<file path="config.mk">
export PLATFORM = sky130hd
export DESIGN_NAME = mem_copy_dma
export DESIGN_NICKNAME = d
export VERILOG_FILES = /design/src/rtl/mem_copy_dma.sv
export SDC_FILE = /design/constraint.sdc
export NUM_CORES = 1
export LEC_CHECK = 0
export ABC_CLOCK_PERIOD_IN_PS = 1700
export CAP_MARGIN = 20
export CORE_ASPECT_RATIO = 0.9
export CORE_MARGIN = 10
export CORE_UTILIZATION = 42
export DETAILED_ROUTE_END_ITERATION = 8
export GPL_TIMING_DRIVEN = 1
export PLACE_DENSITY = 0.76
export SYNTH_ARGS = -nofsm -noshare
export SYNTH_HDL_FRONTEND = slang
export SYNTH_SLANG_ARGS = --single-unit
</file>
<file path="constraint.sdc">
create_clock -name clk -period 1.7 [get_ports clk]
set_input_delay 0.34 -clock clk [delete_from_list [all_inputs] [get_ports clk]]
set_output_delay 0.34 -clock clk [all_outputs]
set_load 0.02 [all_outputs]
</file>
<file path="src/rtl/mem_copy_dma.sv">
// mem_copy_dma
// Word-by-word memory-to-memory copy engine. Each word costs three cycles on
// the shared memory port: read address, read data capture, write.
//
// Ports:
//   clk, rst_n             clock, asynchronous active-low reset
//   start                  copy request (honoured only when idle)
//   src_addr, dst_addr     first source / destination word address
//   len                    number of words to copy (0 allowed)
//   abort                  cancel an active copy
//   mem_cmd                00 NONE, 01 MREAD, 10 MWRITE
//   mem_addr, write_data   memory address and write data
//   read_data              read return, valid the cycle after MREAD appears
//   busy                   high whenever not idle
//   done                   one-cycle completion pulse
//   remaining              words not yet written
module mem_copy_dma #(
    parameter int AW = 9,
    parameter int DW = 16
) (
    input  logic          clk,
    input  logic          rst_n,
    input  logic          start,
    input  logic [AW-1:0] src_addr,
    input  logic [AW-1:0] dst_addr,
    input  logic [AW-1:0] len,
    input  logic          abort,
    output logic [1:0]    mem_cmd,
    output logic [AW-1:0] mem_addr,
    output logic [DW-1:0] write_data,
    input  logic [DW-1:0] read_data,
    output logic          busy,
    output logic          done,
    output logic [AW-1:0] remaining
);

    localparam logic [1:0] CMD_NONE   = 2'b00;
    localparam logic [1:0] CMD_MREAD  = 2'b01;
    localparam logic [1:0] CMD_MWRITE = 2'b10;

    typedef enum logic [2:0] {
        IDLE,
        RD_ADDR,
        RD_DATA,
        WR,
        DONE
    } state_t;

    state_t        state_q, state_d;
    logic [AW-1:0] src_q, src_d;
    logic [AW-1:0] dst_q, dst_d;
    logic [AW-1:0] rem_q, rem_d;
    logic [DW-1:0] buf_q, buf_d;

    // Next-state and datapath updates. Abort wins over every other transition
    // in the active states and leaves pointers and the word count untouched.
    always_comb begin
        state_d = state_q;
        src_d   = src_q;
        dst_d   = dst_q;
        rem_d   = rem_q;
        buf_d   = buf_q;
        case (state_q)
            IDLE: begin
                if (start) begin
                    src_d   = src_addr;
                    dst_d   = dst_addr;
                    rem_d   = len;
                    state_d = (len != '0) ? RD_ADDR : DONE;
                end
            end
            RD_ADDR: begin
                state_d = abort ? IDLE : RD_DATA;
            end
            RD_DATA: begin
                if (abort) begin
                    state_d = IDLE;
                end else begin
                    buf_d   = read_data;
                    state_d = WR;
                end
            end
            WR: begin
                if (abort) begin
                    state_d = IDLE;
                end else begin
                    src_d   = src_q + AW'(1);
                    dst_d   = dst_q + AW'(1);
                    rem_d   = rem_q - AW'(1);
                    state_d = (rem_q == AW'(1)) ? DONE : RD_ADDR;
                end
            end
            DONE: begin
                state_d = IDLE;
            end
            default: begin
                state_d = IDLE;
            end
        endcase
    end

    always_ff @(posedge clk or negedge rst_n) begin
        if (!rst_n) begin
            state_q <= IDLE;
            src_q   <= '0;
            dst_q   <= '0;
            rem_q   <= '0;
            buf_q   <= '0;
        end else begin
            state_q <= state_d;
            src_q   <= src_d;
            dst_q   <= dst_d;
            rem_q   <= rem_d;
            buf_q   <= buf_d;
        end
    end

    // Moore output decode from registered state and registered datapath only.
    always_comb begin
        mem_cmd    = CMD_NONE;
        mem_addr   = '0;
        write_data = '0;
        busy       = (state_q != IDLE);
        done       = (state_q == DONE);
        remaining  = rem_q;
        case (state_q)
            RD_ADDR, RD_DATA: begin
                mem_cmd  = CMD_MREAD;
                mem_addr = src_q;
            end
            WR: begin
                mem_cmd    = CMD_MWRITE;
                mem_addr   = dst_q;
                write_data = buf_q;
            end
            default: begin
                mem_cmd = CMD_NONE;
            end
        endcase
    end

endmodule

</file>
==> results.sh, run 1 <==
export IMPL_status="finished with violations"
export IMPL_violations="hold timing, setup timing"
export IMPL_drv_slew=0
export IMPL_fill_cells=402
export IMPL_antenna_found_initial=0
export IMPL_max_cap_violations=0
export IMPL_synth_edf_count=0
export IMPL_finalNetCount=470
export IMPL_fin_crit_sh_pct=111
export IMPL_gp_congestion=0.845
export IMPL_syn_inst=281
export IMPL_worstSkewPairLatency_ns=0.31
export IMPL_clk_pin_slew_worst_paths_ns=0.09
export IMPL_clockBufferDepth=2
export IMPL_tightestPinTransition_ns=0.502
export IMPL_hold_viol_final=11
export IMPL_drt_antenna_violating_nets=0
export IMPL_yosys_warnings=0
export IMPL_grtUsageTotal_pct=18.0
export IMPL_h_tree_depth=2
export IMPL_final_area_sq_um=4740
export IMPL_root_buffer="clkbuf_8"
export IMPL_path_max_fanout=23
export IMPL_cts_hold_fix_buffers=0
export IMPL_dp_hpwl_um=6060
export IMPL_path_class="flip-flop to primary output"
export IMPL_ys_dominant_reg_cell="dfrtp_1"
export IMPL_p_per_area_nw_per_um2=1920
export IMPL_die_width_um=104
export IMPL_grt_pass1_wl_um=14800
export IMPL_worst_hold_slack_ns=-0.0141
export IMPL_hold_path_class="input pin to asynchronous set/reset pin"
export IMPL_setup_slack_ns=-0.180
export IMPL_io_buffers=84
export IMPL_routed_wl_um=9860
export IMPL_rsz0062_at_grt="true"
export IMPL_grt_pass1_vias=2866
export IMPL_rows=27
export IMPL_place_area_sq_um=3910
export IMPL_pre_cts_slack_ns=-0.311
export IMPL_die_area_sq_um=9970
export IMPL_synth_area_top_cells="dfrtp_1 (43%), mux2_2 (6.7%), a21oi_1 (4.3%)"
export IMPL_critical_path_startpoint_type="flip-flop"
export IMPL_initial_core_util_pct=43.5
export IMPL_diodes=0
export IMPL_grt_start_max_net_pins=30
export IMPL_viasPerCell=5.63
export IMPL_end_kind="primary output"
export IMPL_slew_headroom_pct=66.5
export IMPL_worst_ep_arrival_time_ns=1.54
export IMPL_first_pass_iters=5
export IMPL_ioPinCount=85
export IMPL_grt_overflow_total=0
export IMPL_numCtsBuffers=5
export IMPL_yosysUniqueCellTypes=50
export IMPL_core_sq_um=6150
export IMPL_synth_seq_cells=46
export IMPL_required_ns=1.36
export IMPL_synth_seq_area_share_pct=43.0
export IMPL_final_layout_size_suffix_gt1_share_pct=48.3
export IMPL_fmax_mhz=532
export IMPL_finalSetupViolCount=64
export IMPL_die_height_um=95.7
export IMPL_yosys_area_top_type="dfrtp_1"
export IMPL_area_growth_pct=77.2
export IMPL_synth_nets=332
export IMPL_clock_sinks=46
export IMPL_ir_drop_mv=1.18
export IMPL_drt_iter0_markers=176
export IMPL_drc=0
export IMPL_synth_top_area_share_pct=43.0
export IMPL_min_period_ns=1.88
export IMPL_route_vias_total=2853
export IMPL_async_reset_ff_share_pct=100
export IMPL_wire_per_inst_um=19.4
export IMPL_finalClockSkew_ns=0.0164
export IMPL_tritoncts="yes"
export IMPL_syn_area_sq_um=2680
export IMPL_syn_avg_cell_area_sq_um=9.52
export IMPL_p_leak_uw=0.00200
==> routing by layer <==
layer	track usage (%)	up-vias	wire length [um]
met2	29.9	135	4940
met5	0	-	0
met3	4.61	12	588
li1	-	1310	-
met4	5.09	0	109
met1	22.9	1396	4220
==> state kept, by name, summed over array words and instances, names as in the netlist <==
| name | count |
|---|---|
| buf_q | 16 |
| dst_q | 9 |
| remaining | 9 |
| src_q | 9 |
| state_q | 3 |
==> stage by stage <==
step	utilization, %	cells	total power, uW	TNS [ns]	hold WS (ns)
2_1_floorplan	-	281	4540	-0.0627	0.0444
3_3_place_gp	63.5	479	6410	-13.66	0.327
3_5_place_dp	63.5	479	6540	-15.83	0.327
4_1_cts	70.4	500	8180	-3.73	0.000147
5_1_grt	77.1	507	9620	-7.15	0.00805
6_report	77.1	507	9110	-3.79	-0.0141
==> repair_timing <==
| action | CTS | global route |
|---|---|---|
| setup endpoints to repair | 75 | 73 |
| setup buffers | 8 | 9 |
| pin swaps | 10 | 20 |
| resized for setup | 203 | 99 |
| endpoints found under the hold margin | 0 | 0 |
| cloned | 5 | 2 |
==> worst paths after layout <==
kind	start	end	slack (ns)	cells past startpoint
setup / recovery	state_q[1]	mem_addr[5]	-0.18	5
hold / removal	rst_n	buf_q[5]	-0.01	1
setup reg to reg	state_q[1]	dst_q[7]	-0.10	6
hold reg to reg	buf_q[13]	buf_q[13]	0.50	1
max in group asynchronous	rst_n	state_q[1]	1.10	2
min in group clk	buf_q[13]	buf_q[13]	0.50	1
==> cell usage after synthesis, types with 2 or more instances <==
library cell and n:
a22oi_1 4, mux2_2 16, nor3b_1 2, mux2i_1 2, dfrtp_1 46, nor4_1 4
o2bb2ai_1 2, a22o_1 5, and2_1 16, o211ai_1 3, nand2_1 30, inv_1 7
a31o_2 2, buf_4 4, a2bb2oi_1 3, o21ai_0 13, nor2_2 2, o22ai_1 10
a21oi_1 23, nor3_1 6, a31oi_1 3, buf_6 2, nor2_1 12, ha_1 4
a2bb2oi_2 4, and3_1 4, nand3_1 13, a21oi_2 2, buf_2 8, o21ai_1 6
nand3b_1 2, clkbuf_1 3
==> cell usage in the layout (no fill, tap or decap), types with 3 or more instances in the layout <==
cell,n
clkdlybuf4s50_1,45
dfrtp_1,43
buf_6,41
buf_4,41
nand2_1,25
mux2_2,15
and2_4,12
nand3_1,12
o21ai_2,11
a21oi_2,10
o22ai_1,10
a21oi_4,9
nor2_1,8
dlygate4sd2_1,8
a21oi_1,7
buf_12,7
a2bb2oi_2,6
o21ai_0,6
clkbuf_8,6
inv_1,5
a22o_1,5
nand2_2,4
and2_1,4
nor2_4,4
nor3_1,4
and3_1,4
inv_2,3
a31oi_1,3
a22oi_1,3
o211ai_1,3
nor4_1,3
ha_1,3
dfrtp_2,3
==> power by group <==
part           switching, uW  total (uW)  internal [uW]
clock                    386         866            480
combinational           2860        6000           3140
sequential               602        2240           1640
==> layout make-up <==
| class | instances | area (sq um) | area share, % |
|---|---|---|---|
| Tap cell | 87 | 109 | 2.29 |
| Clock buffer | 7 | 86.3 | 1.82 |
| Sequential cell | 46 | 1150 | 24.3 |
| Multi-Input combinational cell | 209 | 1770 | 37.2 |
| Inverter | 8 | 30.0 | 0.633 |
| Timing Repair Buffer | 149 | 1570 | 33.1 |
| Clock inverter | 1 | 30.0 | 0.633 |
==> kinds of logic (layout without fill, tap and decap cells) <==
group | after synthesis | after routing | share of synthesized area [%]
multiplexers | 18 | 18 | 7.48
flip-flops | 46 | 46 | 43.0
AO/OA/AOI/OAI | 87 | 87 | 22.4
adder cells (fa/ha/maj) | 4 | 4 | 1.87
buffers and inverters | 26 | 165 | 5.14
XOR/XNOR | 1 | 1 | 0.327
AND/OR/NAND/NOR | 99 | 99 | 19.8
==> worst max-delay path: stages, from the launching register on <==
cell      delay (ns)
dfrtp_2         0.47
nand3b_1        0.15
inv_2           0.07
buf_12          0.16
a22o_1          0.25
buf_6           0.13
Power figures use the tool's default switching activity.
==> run 2: changes to the inputs <==
--- a/config.mk
+++ b/config.mk
@@ -13,6 +13,7 @@
 export DETAILED_ROUTE_END_ITERATION = 8
 export GPL_TIMING_DRIVEN = 1
 export PLACE_DENSITY = 0.76
+export SKIP_LAST_GASP = 1
 export SYNTH_ARGS = -nofsm -noshare
 export SYNTH_HDL_FRONTEND = slang
 export SYNTH_SLANG_ARGS = --single-unit
==> run 2 against run 1 <==
The run still ends with hold timing, setup timing left. Core utilization is 1.4 points lower. Global-route usage shrank 0.51 points. Total power is 2.2% lower. Combinational power is 3% lower. First-iteration DRC count fell by 1.1%. Sequential cell count unchanged. Hold slack got worse by 0.0024 ns. Wire length shrank 2.3%. Via count fell by 0.53%. Clock power is 0.6% higher. Register-to-register slack better by 0.04 ns. Final area is 1.8% lower. Critical endpoint unchanged. Highest routed layer unchanged.
==> results.sh, run 2 (same netlist as run 1, synthesis figures left out) <==
export IMPL_slew_headroom_pct=66.2
export IMPL_ir_drop_mv=1.16
export IMPL_first_pass_iters=4
export IMPL_wire_per_inst_um=18.8
export IMPL_required_ns=1.36
export IMPL_total_power_uw=8910
export IMPL_io_buffers=84
export IMPL_hold_path_class="input pin to asynchronous set/reset pin"
export IMPL_setup_slack_ns=-0.182
export IMPL_viasPerCell=5.55
export IMPL_core_sq_um=6150
export IMPL_clock_sinks=46
export IMPL_path_class="flip-flop to primary output"
export IMPL_fmax_mhz=531
export IMPL_grt_start_max_net_pins=30
export IMPL_grt_pass1_wl_um=14500
export IMPL_most_common_layout_cells="buf_4 (52), clkdlybuf4s50_1 (45), dfrtp_1 (43)"
export IMPL_grtUsageTotal_pct=17.5
export IMPL_hold_viol_final=11
export IMPL_worst_hold_slack_ns=-0.0165
export IMPL_largest_register_ffs=16
export IMPL_gp_congestion=0.845
export IMPL_max_stage_delay_ns=0.46
export IMPL_critical_path_startpoint_type="flip-flop"
export IMPL_min_period_ns=1.88
export IMPL_dp_hpwl_um=6060
export IMPL_finalClockSkew_ns=0.0178
export IMPL_numCtsBuffers=5
export IMPL_layout_commonest_cell="buf_4"
export IMPL_drt_iter0_markers=174
export IMPL_initial_core_util_pct=43.5
export IMPL_die_area_sq_um=9970
export IMPL_rows=27
export IMPL_worstSkewPairLatency_ns=0.31
export IMPL_finalSetupViolCount=56
export IMPL_grt_overflow_total=0
export IMPL_drv_slew=0
export IMPL_clockBufferDepth=2
export IMPL_fin_crit_sh_pct=111
export IMPL_ioPinCount=85
export IMPL_drt_antenna_violating_nets=0
export IMPL_worst_ep_arrival_time_ns=1.54
export IMPL_die_width_um=104
export IMPL_tightestPinTransition_ns=0.508
export IMPL_max_cap_violations=0
export IMPL_worstPathCellList="xnor2_2 > nor2_2 > buf_4 > a22o_1 > buf_6"
export IMPL_finalNetCount=474
export IMPL_h_tree_depth=2
export IMPL_final_layout_size_suffix_gt1_share_pct=45.8
export IMPL_status="finished with violations"
export IMPL_drc=0
export IMPL_die_height_um=95.7
export IMPL_routed_wl_um=9630
export IMPL_grt_pass1_vias=2818
export IMPL_max_flop_register="buf_q"
export IMPL_path_max_fanout=5
export IMPL_tritoncts="yes"
export IMPL_root_buffer="clkbuf_8"
export IMPL_cpMaxStageDelayCell="dfrtp_2"
export IMPL_p_per_area_nw_per_um2=1910
export IMPL_clk_pin_slew_worst_paths_ns=0.09
export IMPL_diodes=0
export IMPL_violations="hold timing, setup timing"
export IMPL_antenna_found_initial=0
export IMPL_fill_cells=422
export IMPL_end_kind="primary output"
export IMPL_area_growth_pct=74.1
export IMPL_tns_ns=-3.32
export IMPL_p_leak_uw=0.00198
export IMPL_rsz0062_at_grt="true"
export IMPL_route_vias_total=2838
-- run 2: per-layer routing --
layer,part of all wire (%),global-route usage [%],up-vias
met5,0,0,-
met4,1.2,4.75,0
met3,6.1,4.41,12
met2,50,29.0,124
met1,43,22.4,1387
li1,-,-,1315
-- run 2: worst paths after layout --
path,slack (ns),depth (start not counted),start,to
worst max-delay path,-0.18,5,state_q[1],mem_addr[5]
worst min-delay path,-0.02,1,rst_n,buf_q[5]
worst max register to register,-0.06,6,state_q[1],dst_q[0]
worst min register to register,0.50,1,buf_q[13],buf_q[13]
max in group asynchronous,1.11,2,rst_n,state_q[1]
min in group clk,0.50,1,buf_q[13],buf_q[13]
-- run 2: critical path, delay by kind of cell, from the launching register on --
kind / cells / cell delay, ns
compound gates: 1 / 0.20
xor+xnor: 1 / 0.21
buf+inv: 2 / 0.29
flops: 1 / 0.46
simple gates: 1 / 0.08
-- run 2: layout make-up --
cell class              count  area [sq um]  share of cell area (%)
flip-flops and latches     46          1150                    24.8
clock buffers               7          86.3                    1.85
clock inverters             1          30.0                   0.645
repair buffers            153          1550                    33.2
multi-input cells         209          1700                    36.5
well taps                  87           109                    2.34
inverters                   8          30.0                   0.645
-- run 2: repair_timing --
item / 4_1_cts / 5_1_grt
pin swaps: 8 / 24
gates resized for setup: 181 / 91
buffers inserted: 8 / 14
hold buffers: 0 / 0
endpoints found under the setup margin: 75 / 73
cloned: 5 / 2
-- run 2: metrics by stage --
| step | util [%] | instance area, sq um | cells | setup slack (ns) |
|---|---|---|---|---|
| after floorplan | - | 2680 | 281 | -0.0627 |
| after global placement | 63.5 | 3910 | 479 | -0.269 |
| after detailed placement | 63.5 | 3910 | 479 | -0.311 |
| after CTS | 69.1 | 4250 | 500 | -0.168 |
| after global routing | 75.8 | 4660 | 511 | -0.247 |
| final | 75.8 | 4660 | 511 | -0.182 |
-- run 2: where the power goes --
part	switching [uW]	internal [uW]	total [uW]	leakage (uW)
clock network	391	480	871	0.0000585
logic	2810	3030	5840	0.00139
registers	563	1640	2200	0.000535
total	3760	5150	8910	0.00198
==> run 3: changes to the inputs <==
--- a/config.mk
+++ b/config.mk
@@ -7,13 +7,13 @@
 export LEC_CHECK = 0
 export ABC_CLOCK_PERIOD_IN_PS = 1700
 export CAP_MARGIN = 20
-export CORE_ASPECT_RATIO = 0.9
-export CORE_MARGIN = 10
+export CORE_MARGIN = 3
 export CORE_UTILIZATION = 42
 export DETAILED_ROUTE_END_ITERATION = 8
 export GPL_TIMING_DRIVEN = 1
 export PLACE_DENSITY = 0.76
 export SKIP_LAST_GASP = 1
+export SLEW_MARGIN = 10
 export SYNTH_ARGS = -nofsm -noshare
 export SYNTH_HDL_FRONTEND = slang
 export SYNTH_SLANG_ARGS = --single-unit
==> run 3 against run 2 <==
The run ends with setup timing left. Wire length shrank 18%. Critical endpoint is now mem_addr[0]. Sequential power down 4%. Critical path depth unchanged. Hold slack better by 0.52 ns. Via count shrank 4.6%. Core utilization is 7.0 points lower. Final area down 11%. Clock power shrank 3.6%. Sequential cell count is the same. Clock-buffer cell count fell by 2. Global-route usage grew 3.8 points.
==> results.sh, run 3 (same netlist as run 1, synthesis figures left out) <==
export IMPL_grt_pass1_vias=2638
export IMPL_fin_crit_sh_pct=108
export IMPL_root_buffer="clkbuf_8"
export IMPL_finalSetupViolCount=44
export IMPL_multi_input_area_sq_um=1470
export IMPL_setup_slack_ns=-0.135
export IMPL_antenna_found_initial=0
export IMPL_die_width_um=85.8
export IMPL_stdcell_count=488
export IMPL_rsz0062_at_grt="true"
export IMPL_path_max_fanout=6
export IMPL_route_vias_total=2708
export IMPL_dp_hpwl_um=5590
export IMPL_grtUsageTotal_pct=21.2
export IMPL_max_cap_violations=0
export IMPL_gp_congestion=0.874
export IMPL_ir_drop_mv=0.968
export IMPL_finalNetCount=463
export IMPL_grt_start_max_net_pins=30
export IMPL_final_layout_size_suffix_gt1_share_pct=34.9
export IMPL_violations="setup timing"
export IMPL_routed_wl_um=7860
export IMPL_tritoncts="yes"
export IMPL_rows=28
export IMPL_slew_headroom_pct=68.5
export IMPL_fill_cells=504
export IMPL_finalClockSkew_ns=0.0153
export IMPL_path_class="flip-flop to primary output"
export IMPL_cp_common_cell="buf_6"
export IMPL_core_sq_um=6060
export IMPL_diodes=0
export IMPL_wire_per_inst_um=16.1
export IMPL_total_power_uw=7720
export IMPL_final_area_sq_um=4170
export IMPL_status="finished with violations"
export IMPL_h_tree_depth=2
export IMPL_clk_pin_slew_worst_paths_ns=0.10
export IMPL_drt_iter0_markers=167
export IMPL_drc=0
export IMPL_area_growth_pct=55.8
export IMPL_grt_overflow_total=0
export IMPL_largest_register_ffs=16
export IMPL_clock_sinks=46
export IMPL_worstPathCellList="xnor2_2 > nor2_2 > buf_6 > a22o_1 > buf_6"
export IMPL_min_period_ns=1.83
export IMPL_most_common_layout_cells="buf_4 (60), dfrtp_1 (45), clkdlybuf4s50_1 (45)"
export IMPL_place_area_sq_um=3870
export IMPL_viasPerCell=5.55
export IMPL_clockBufferDepth=2
export IMPL_max_stage_delay_ns=0.43
export IMPL_p_per_area_nw_per_um2=1850
export IMPL_drt_antenna_violating_nets=0
export IMPL_io_buffers=84
export IMPL_worstSkewPairLatency_ns=0.31
export IMPL_required_ns=1.36
export IMPL_tightestPinTransition_ns=0.469
export IMPL_grt_pass1_wl_um=12500
export IMPL_die_height_um=85.8
export IMPL_crit_buf_inv=2
export IMPL_layout_commonest_cell="buf_4"
export IMPL_die_area_sq_um=7370
export IMPL_p_leak_uw=0.00184
export IMPL_tns_ns=-2.39
export IMPL_fmax_mhz=545
export IMPL_max_flop_register="buf_q"
export IMPL_worst_ep_arrival_time_ns=1.49
export IMPL_end_kind="primary output"
export IMPL_first_pass_iters=4
export IMPL_drv_slew=0
export IMPL_cpMaxStageDelayCell="dfrtp_1"
export IMPL_hold_viol_final=0
export IMPL_ioPinCount=85
export IMPL_path_delay_family="flip-flops"
export IMPL_critical_path_startpoint_type="flip-flop"
export IMPL_hold_path_class="input pin to asynchronous set/reset pin"
export IMPL_seq_area_sq_um=1150
export IMPL_dp_cells=466
export IMPL_numCtsBuffers=5
export IMPL_initial_core_util_pct=44.2
## run 3: changes by cell type in the layout (fill, tap and decap cells not counted), moves of 4 or more
| cell | change |
|---|---|
| buf_4 | +8 |
| a21oi_1 | +12 |
| a21oi_4 | -7 |
| buf_6 | -14 |
| o21ai_1 | +5 |
| o21ai_2 | -9 |
| buf_12 | -4 |
| a21oi_2 | -5 |
| o21ai_0 | +6 |
| nor2_4 | -4 |
## run 3: worst paths after layout
kind | from | end | slack, ns | depth (start not counted)
hold / removal | rst_n | state_q[0] | 0.50 | 2
setup reg to reg | state_q[1] | dst_q[7] | -0.09 | 6
hold reg to reg | buf_q[12] | buf_q[12] | 0.51 | 1
min in group clk | buf_q[12] | buf_q[12] | 0.51 | 1
max in group asynchronous | rst_n | buf_q[11] | 0.53 | 3
setup / recovery | state_q[1] | mem_addr[0] | -0.13 | 5
## run 3: where the power goes
group          total [uW]  leakage, uW  switching (uW)  internal (uW)
Sequential           2120     0.000538             490           1630
Clock                 840    0.0000504             402            438
Combinational        4750      0.00126            2300           2450
## run 3: metrics by stage
stage | util, % | hold WS [ns] | setup slack, ns
final | 68.8 | 0.505 | -0.135
after global placement | 63.9 | 0.314 | -0.273
after CTS | 65.8 | 0.507 | -0.126
after global routing | 68.8 | 0.522 | -0.211
after floorplan | - | 0.0444 | -0.0627
after detailed placement | 63.9 | 0.317 | -0.295
## run 3: cell type report
type | count | share of cell area [%]
clock buffer | 5 | 1.65
sequential | 46 | 27.6
clock inverter | 3 | 1.08
multi-input combinational | 209 | 35.1
tap | 75 | 2.25
timing repair buffer | 142 | 31.5
inverter | 8 | 0.720
## run 3: repair_timing
item	CTS	global route
resized for setup	156	32
endpoints found under the setup margin	68	73
hold endpoints to repair	18	0
pin swaps	4	9
setup buffers	7	6
hold buffers	1	0
cloned	0	1
## run 3: per-layer routing
| metal | up-vias | track usage, % | share of wire, % |
|---|---|---|---|
| li1 | 1292 | - | - |
| met1 | 1312 | 26.9 | 40 |
| met2 | 96 | 36.3 | 53 |
| met3 | 8 | 5.19 | 5.8 |
| met4 | 0 | 5.61 | 1.0 |
| met5 | - | 0 | 0 |
